File: src/rtl/serial_shift_reg.sv
// Parallel-load, LSB-first serializer that streams a WIDTH-bit operand followed by
// EXT sign- or zero-extension bits, with back-to-back reload on the final bit.
module serial_shift_reg #(
   parameter int WIDTH  = 8,
   parameter int EXT    = 8,
   parameter bit SIGNED = 1'b1
) (
   input  logic             clk,
   input  logic             rst,
   input  logic             start,
   input  logic [WIDTH-1:0] din,
   input  logic             en,
   output logic             ready,
   output logic             sout,
   output logic             svalid,
   output logic             last,
   output logic             done
);

   localparam int N  = WIDTH + EXT;
   localparam int CW = (N > 1) ? $clog2(N) : 1;
   localparam logic [CW-1:0] LAST_IDX = CW'(N - 1);

   typedef enum logic {IDLE, SHIFT} state_t;

   state_t           state_q, state_d;
   logic [WIDTH-1:0] shreg_q, shreg_d;
   logic [CW-1:0]    cnt_q, cnt_d;
   logic             done_q, done_d;

   logic is_shift, last_int, accept, fill;

   always_comb begin
      is_shift = (state_q == SHIFT);
      last_int = is_shift && (cnt_q == LAST_IDX);
      ready    = !is_shift || (en && last_int);
      accept   = start && ready;
      // Replicating the MSB makes every bit past WIDTH equal the operand sign.
      fill     = SIGNED ? shreg_q[WIDTH-1] : 1'b0;

      state_d  = state_q;
      shreg_d  = shreg_q;
      cnt_d    = cnt_q;
      done_d   = is_shift && en && last_int;

      if (accept) begin
         state_d = SHIFT;
         shreg_d = din;
         cnt_d   = '0;
      end else if (is_shift && en) begin
         if (last_int) begin
            state_d = IDLE;
         end else begin
            shreg_d = {fill, shreg_q[WIDTH-1:1]};
            cnt_d   = cnt_q + CW'(1);
         end
      end
   end

   always_ff @(posedge clk) begin
      if (rst) begin
         state_q <= IDLE;
         shreg_q <= '0;
         cnt_q   <= '0;
         done_q  <= 1'b0;
      end else begin
         state_q <= state_d;
         shreg_q <= shreg_d;
         cnt_q   <= cnt_d;
         done_q  <= done_d;
      end
   end

   assign svalid = is_shift;
   assign sout   = is_shift ? shreg_q[0] : 1'b0;
   assign last   = last_int;
   assign done   = done_q;

endmodule

File: config.mk
export PLATFORM = sky130hd
export DESIGN_NAME = serial_shift_reg
export DESIGN_NICKNAME = d
export VERILOG_FILES = /design/src/rtl/serial_shift_reg.sv
export SDC_FILE = /design/constraint.sdc
export NUM_CORES = 1
export LEC_CHECK = 0
export ABC_CLOCK_PERIOD_IN_PS = 2400
export CAP_MARGIN = 25
export CORE_UTILIZATION = 51
export CTS_CLUSTER_DIAMETER = 40
export DETAILED_ROUTE_END_ITERATION = 8
export GPL_TIMING_DRIVEN = 0
export PLACE_DENSITY = 0.81
export REMOVE_ABC_BUFFERS = 1
export SLEW_MARGIN = 20
export SYNTH_ARGS = -nofsm -noshare
export SYNTH_HDL_FRONTEND = slang
export SYNTH_SLANG_ARGS = --single-unit
File: constraint.sdc
create_clock -name clk -period 2.4 [get_ports clk]
set_input_delay 0.72 -clock clk [delete_from_list [all_inputs] [get_ports clk]]
set_output_delay 0.72 -clock clk [all_outputs]
set_load 0.1 [all_outputs]
* Yosys cells after proc, flatten, opt, wreduce, memory -nomap -nowiden
Index checks and enable logic that the tools add are counted.
Operators by class: reduce and logical (&&, ||, !) cells 13, shift-type cells 0, multiply operators 0, bitwise operators 1, $lt $le $gt $ge 0, multiplexer cells 7, eq/ne operators 2, divide/modulo/power cells 0, add/sub/neg operators 1
Operators with widths (number):
- $mux W7 | 2
- $mux W8 | 1
- $reduce_and A2 Y1 | 3
- $logic_and A1 B1 Y1 | 5
- $add A4 B1 Y4 const B | 1
- $eq A4 B4 Y1 const B | 1
- $mux W1 | 4
- $reduce_bool A2 Y1 | 2
- $ne A2 B1 Y1 const B | 1
- $reduce_or A2 Y1 | 1
- $logic_not A1 Y1 | 1
- $logic_or A1 B1 Y1 | 1
- $not A1 Y1 | 1
Storage, ports and cells: input bits 12, word-level logic and storage cells 29, bits in registers 14, ROM bits 0, memories kept 0, output and inout port bits 5, bits in latches 0, RAM bits 0

* Longest topological paths before layout
Gate-level depths: netlist of run 1.
depth after elaboration 7, mapped depth 5, mapped depth without buffers 4

* Worst setup path after synthesis of run 1
Ideal clock, no wire load.
path kind register to output, start point reg state_q (netlist: svalid), end point out last, stages on the path, launching flop included 3, arrival 1.926 ns, path buffers 1, path slack -0.246 ns, cell sequence dfxtp_1 buf_6 and2_1
Between the ends: word-level cells in the longest chain between the ends 1
RTL lines:
- start: declaration | line 26 | state_t state_q, state_d;
- start signal: assignment | line 67 | state_q <= state_d;
- $logic_and A1 B1 Y1 | line 35 | last_int = is_shift && (cnt_q == LAST_IDX);
- end: declaration | line 16 | output logic last,
Every way passes these cells.

* Worst setup path after layout of run 1
start point reg state_q (netlist: svalid), end point out sout
Between the ends: word-level cells in the longest chain between the ends 1
RTL lines:
- $mux W1 | line 75 | assign sout = is_shift ? shreg_q[0] : 1'b0;
- end: declaration | line 14 | output logic sout,
Every way passes these cells.

==> impl_results.md, run 1 <==
* Worst min-delay path category: flop to flop
* Setup violators final at 0
* Critical path, cell by cell: and2_1 -> clkdlybuf4s15_2
* Commonest cells after routing, fill and taps aside: 14 x sky130_fd_sc_hd__dfxtp_1, 10 x sky130_fd_sc_hd__clkdlybuf4s50_1, 8 x sky130_fd_sc_hd__inv_1
* Final Cell Area at roughly 920 um2
* Overall power of the completed layout at ~0.00053 W
* Launching instance or port of the critical path: svalid
* Std cell rows at 13
* Global Route Usage Sum at a little over a fifth
* Num ports at 17
* Pin count of the biggest net entering global routing at 16
* Vertical die dimension at 39.7 um
* Placement-stage cell area at roughly 870 um2
* Arrival time worst endpoint at between 1500 and 2000 ps
* Delay-heaviest family, CP: buffers and inverters
* Critical path buffers and inverters at 1
* Post-route setup slack at around 130 ps
* Layout Skew at 4.25 ps
* Lkg Pwr at approximately 0.33 nW
* Max-slew headroom at the worst pin at a little over a third
* Port-buffer cells at 16
* Final HPWL DP at 948 um
* N_diodes at 0
* Post-CTS Setup Repair Bufs at 0
* Number of buffers created by CTS at 3
* Period minus WS final at roughly 2300 ps
* Delay of the slowest critical-path stage at around 550 ps
* Post-synthesis sequential element count at 14
* Overall die area at ~1600 um2
* Result of the run: finished, final reports clean
* Number of design-rule violations left by the first detailed-router iteration at 13
* Startpoint Class: flop
* Initial core utilization at 55.0%
* Die extent in x at approximately 40 um
* Core region area at around 1300 um2
* Post-DRT Antenna Nets at 0
* Average wire length per cell after detail routing at roughly 13 um
* Max-cap check violation count at 0
* Final Max Slew Viols at 0
* Startpoint of the most critical register-to-register path: cnt_q[0]
* Antenna violations before repair at 0
* Slowest CP cell: sky130_fd_sc_hd__clkdlybuf4s15_2
* Final cell count without fillers at 104
* Share of async-settable or async-resettable flops after synthesis at 0%
* Fin crit share at between 90 and 100%
* Share of synthesized area occupied by flip-flops and latches at between 30% and 40%
* Clock sinks at 14
* Cell at the root of the clock tree: sky130_fd_sc_hd__clkbuf_4
* Largest vdd supply drop at roughly 0.00032 V
* CTS clk-pin slew, worst paths at approximately 90 ps
* Synth Area per Inst at roughly 9.9 um2
* Worst setup slack for register-to-register paths at ~880 ps
* Number of warnings printed during yosys synthesis at 0
* Endpoint required time on the critical path at between 1500 and 2000 ps
* Fraction of layout instances using a drive strength above 1 at roughly a fifth
* Most common flop cell mapped by yosys: sky130_fd_sc_hd__dfxtp_1
* Category of the worst setup path capture point: output port
* Most common library cell in the layout ignoring fill and taps: sky130_fd_sc_hd__dfxtp_1
* Clk_lat worst skew at around 280 ps
* Synthesized instance count at between 70 and 80
* TritonCTS clock tree: yes
* Global placement routability congestion at approximately 0.72
* Layout overhead on the synthesized area at 26.8%
* Post-cts hold buffer count at 0
* Clock Path Buffers at 2
* Cell area power density at between 500 and 600 nW/um2
* Final layout net count at about 100
* Summed instance area of the synthesized netlist at a little over 700 um2
* Transition at the pin with the smallest max-transition slack at about 960 ps
* Max Fclk at 0.440 GHz
* Number of placed instances, taps included at 100
* First-pass GRT wire length at about 2300 um
* Count of distinct cell types in the synthesized netlist at 29
* First-pass detailed-route iteration total at 4
* Detailed-route vias per instance at between 5 and 6
* Global route overflow at 0
* Worst Setup Slack post-DPL at -980 ps
* Hold Vio Cnt, Final at 0
* Vias at around 610
* Final WL at about 1400 um
* Via count of the first global-routing pass at 493
* Layout fillers at about 100
* Type of the worst setup path: flop to output port
* Source of the worst hold timing path: shreg_q[7]
* Number of flops mapped to enable cells by yosys at 0
* Remaining design rule violation count at 0
* RSZ-0062 raised after global routing: false
* Crit-path max FO at 10
* Number of H-tree levels at 1
[area by class of cell]
cell class,instances,area (um2),area share (%)
clock buffer,4,36.3,3.95
inverter,8,30.0,3.27
multi-input combinational,47,382,41.6
sequential,14,280,30.5
tap,15,18.8,2.04
timing repair buffer,16,171,18.7
[flip-flops by register name, summed over array words and instances (netlist names)]
register  cells
cnt_q         4
done          1
shreg_q       8
svalid        1
[per-stage QoR]
stage / util, % / TNS, ps / hold WS [ps]
2_1_floorplan: - / -843 / 448
3_3_place_gp: 65.7 / -1540 / 462
3_5_place_dp: 65.7 / -1610 / 476
4_1_cts: 69.2 / 0 / 489
5_1_grt: 69.7 / 0 / 524
6_report: 69.7 / 0 / 485
[path summary, 6_finish.rpt]
| kind | end | cells past startpoint |
|---|---|---|
| max | sout | 2 |
| min | shreg_q[7] | 2 |
| max reg2reg | shreg_q[7] | 4 |
| min reg2reg | shreg_q[7] | 2 |
[worst register-to-register path, cell delays in order, from the launching register on]
cell	delay (ps)
sky130_fd_sc_hd__dfxtp_1	400
sky130_fd_sc_hd__ha_2	280
sky130_fd_sc_hd__nand4_2	190
sky130_fd_sc_hd__a21boi_2	370
sky130_fd_sc_hd__mux2i_1	220
[synth_stat cells, drive strengths merged, types with 3 or more instances]
| cell | count | area share, % |
|---|---|---|
| dfxtp | 14 | 39 |
| inv | 8 | 4.1 |
| a31oi | 7 | 6.0 |
| o221a | 7 | 11 |
| and2 | 3 | 2.9 |
| buf | 3 | 4.7 |
| nand2 | 3 | 1.6 |
| nand3 | 3 | 2.8 |
| nor3 | 3 | 2.1 |
[metal layers]
metal,track usage (%),wire length (um),vias up
met5,0,0,-
met4,5.17,14,0
met1,30.5,724,286
met2,31.1,600,16
li1,-,-,310
met3,5.11,53,2
[logic make-up (layout without fill, tap and decap cells)]
logic type | count (synthesis) | count (layout) | share of synthesized area, %
fa+ha+maj | 1 | 1 | 1.73
buf+inv | 12 | 28 | 9.33
mux | 2 | 2 | 2.76
compound gates | 25 | 25 | 30.9
simple gates | 19 | 19 | 16.6
flops | 14 | 14 | 38.7
[timing repair]
item / CTS / global route
setup endpoints to repair: 5 / 1
endpoints found under the hold margin: 0 / 0
resized for setup: 24 / 2
pin swaps: 0 / 0
[power breakdown]
part	total, W	internal (W)	switching [W]
clock network	0.000172	0.0000923	0.0000793
logic	0.0000993	0.0000449	0.0000543
registers	0.000257	0.000246	0.0000104
total	0.000528	0.000384	0.000144
(Power assumes the default switching activity.)
==> run 2: changes to the inputs <==
--- a/config.mk
+++ b/config.mk
@@ -5,13 +5,13 @@
 export SDC_FILE = /design/constraint.sdc
 export NUM_CORES = 1
 export LEC_CHECK = 0
-export ABC_CLOCK_PERIOD_IN_PS = 2400
+export ABC_CLOCK_PERIOD_IN_PS = 2350
 export CAP_MARGIN = 25
-export CORE_UTILIZATION = 51
+export CORE_UTILIZATION = 45
 export CTS_CLUSTER_DIAMETER = 40
 export DETAILED_ROUTE_END_ITERATION = 8
+export DONT_BUFFER_PORTS = 1
 export GPL_TIMING_DRIVEN = 0
-export PLACE_DENSITY = 0.81
 export REMOVE_ABC_BUFFERS = 1
 export SLEW_MARGIN = 20
 export SYNTH_ARGS = -nofsm -noshare
==> constraint.sdc (replaced) <==
create_clock -name clk -period 2.35 [get_ports clk]
set_input_delay 0.705 -clock clk [delete_from_list [all_inputs] [get_ports clk]]
set_output_delay 0.705 -clock clk [all_outputs]
set_load 0.1 [all_outputs]
==> run 2 against run 1 <==
  * Final area is 17% lower
  * Sequential cell count stayed put
  * Critical path depth fell by 1
  * Clock power hardly changed
  * Global-route usage decreased by 5.4 points
  * Register-to-register slack worse by 280 ps
  * Power decreased by 3.7%
  * Die area grew 13%
  * Wire length is 2.7% lower
  * Setup slack worse by 25 ps
  * Utilization decreased by 19 points
  * Sequential power rose by 6%
  * Critical path type unchanged
  * Critical endpoint is now last
==> impl_results.md, run 2 (synthesized netlist as in run 1, its figures left out) <==
* Die extent in x at ~42 um
* Final layout net count at 87
* Delay-heaviest family, CP: flip-flops
* Worst path depth at 1
* Period minus WS final at between 2000 and 2500 ps
* Number of buffers created by CTS at 3
* Layout overhead on the synthesized area at 4.84%
* Vertical die dimension at 42.1 um
* Max-slew headroom at the worst pin at 37.0%
* CTS clk-pin slew, worst paths at approximately 90 ps
* Fin crit share at a little over nine tenths
* Antenna violations before repair at 0
* Global Route Usage Sum at 15.9%
* Top reg by flops: shreg_q
* Source of the worst hold timing path: rst
* Clock sinks at 14
* Number of design-rule violations left by the first detailed-router iteration at 11
* Critical path, cell by cell: and2_4
* Final HPWL DP at about 930 um
* Slowest CP cell: sky130_fd_sc_hd__dfxtp_2
* Max Fclk at ~0.44 GHz
* Layout Skew at 0.530 ps
* Result of the run: finished, final reports clean
* Hold slack at 478 ps
* Initial core utilization at about 48%
* Std cell rows at 14
* Setup violators final at 0
* Fraction of layout instances using a drive strength above 1 at about a quarter
* Crit-path max FO at 10
* Port-buffer cells at 0
* Clock Path Buffers at 2
* Vias at roughly 570
* Remaining design rule violation count at 0
* Largest vdd supply drop at roughly 0.00042 V
* Post-DRT Antenna Nets at 0
* First-pass detailed-route iteration total at 4
* First-pass GRT wire length at 2190 um
* Detailed-route vias per instance at 6.37
* Largest registers: shreg_q: 8 flops, cnt_q: 4 flops
* Clk_lat worst skew at between 200 and 300 ps
* Overall die area at around 1800 um2
* TritonCTS clock tree: yes
* Final cell count without fillers at 89
* Number of cells on the worst reg-to-reg path at 3
* Max-cap check violation count at 0
* Hold-critical path depth at 1
* Endpoint required time on the critical path at 1640 ps
* Launching instance or port of the critical path: svalid
* Final Max Slew Viols at 0
* Cell at the root of the clock tree: sky130_fd_sc_hd__clkbuf_4
* Arrival time worst endpoint at between 1500 and 2000 ps
* Final WL at approximately 1400 um
* Transition at the pin with the smallest max-transition slack at about 940 ps
* Global route overflow at 0
* RSZ-0062 raised after global routing: false
* Delay of the slowest critical-path stage at roughly 800 ps
* Core region area at approximately 1500 um2
* Average wire length per cell after detail routing at between 15 and 20 um
* Type of the worst setup path: flop to output port
* Number of H-tree levels at 1
* Hold Vio Cnt, Final at 0
* Commonest cells after routing, fill and taps aside: 13 x sky130_fd_sc_hd__dfxtp_1, 8 x sky130_fd_sc_hd__inv_1, 7 x sky130_fd_sc_hd__a31oi_1, 7 x sky130_fd_sc_hd__o221a_1
* N_diodes at 0
* Via count of the first global-routing pass at 504
* Critical path buffers and inverters at 0
* Largest register FFs at 8
* Most common library cell in the layout ignoring fill and taps: sky130_fd_sc_hd__dfxtp_1
* Startpoint of the most critical register-to-register path: svalid
* Pin count of the biggest net entering global routing at 16
* Lkg Pwr at 0.259 nW
* Worst min-delay path category: input pin to flop
* Startpoint Class: flop
* Category of the worst setup path capture point: output port
* Num ports at 17
* Cell area power density at between 600 and 700 nW/um2
* Global placement routability congestion at between 0.7 and 0.8
* Post-CTS Setup Repair Bufs at 0
* Number of placed instances, taps included at 85
==> run 2: cell types whose count changed in the layout (fill, tap and decap cells not counted), sizes merged <==
cell / previous run / this run
dlygate4sd2: 2 / 0
clkdlybuf4s50: 10 / 0
clkdlybuf4s15: 2 / 0
buf: 2 / 0
==> run 2: timing repair <==
item                                    4_1_cts  5_1_grt
cloned                                        0        0
pin swaps                                     0        0
hold buffers                                  0        0
resized for setup                             6        1
endpoints found under the setup margin        3        2
==> run 2: layout make-up <==
class | count | area [um2]
inverters | 8 | 30.0
clock buffers | 4 | 36.3
fillers | 141 | 747
multi-input cells | 47 | 392
well taps | 16 | 20.0
flip-flops and latches | 14 | 282
==> run 2: report_power, final <==
| group | switching, W | internal, W | total [W] |
|---|---|---|---|
| sequential | 0.0000197 | 0.000252 | 0.000272 |
| clock | 0.0000804 | 0.0000942 | 0.000175 |
| combinational | 0.0000371 | 0.0000251 | 0.0000622 |
==> run 2: per-stage QoR <==
stage | TNS [ps] | utilization, % | worst slack (ps) | power, W | area (um2)
after floorplan | -948 | - | -327 | 0.000328 | 687
final | 0 | 50.4 | 101 | 0.000508 | 759
after global routing | 0 | 50.4 | 45.1 | 0.000531 | 759
after global placement | -1130 | 46.9 | -398 | 0.000336 | 707
after detailed placement | -73.9 | 47.0 | -73.9 | 0.000338 | 708
after CTS | 0 | 50.2 | 43.4 | 0.000513 | 757
==> run 2: layer usage <==
layer  wire length (um)  share of wire, %  track usage, %
met5                  0                 0               0
met4                  0                 0            5.63
met3                 73               5.4            5.17
met2                603                45            21.6
met1                678                50            23.5
==> run 2: path summary, 6_finish.rpt <==
kind | slack (ps) | endpoint
worst min-delay path | 480 | svalid
worst min register to register | 480 | shreg_q[7]
worst max register to register | 600 | cnt_q[0]
worst max-delay path | 100 | last
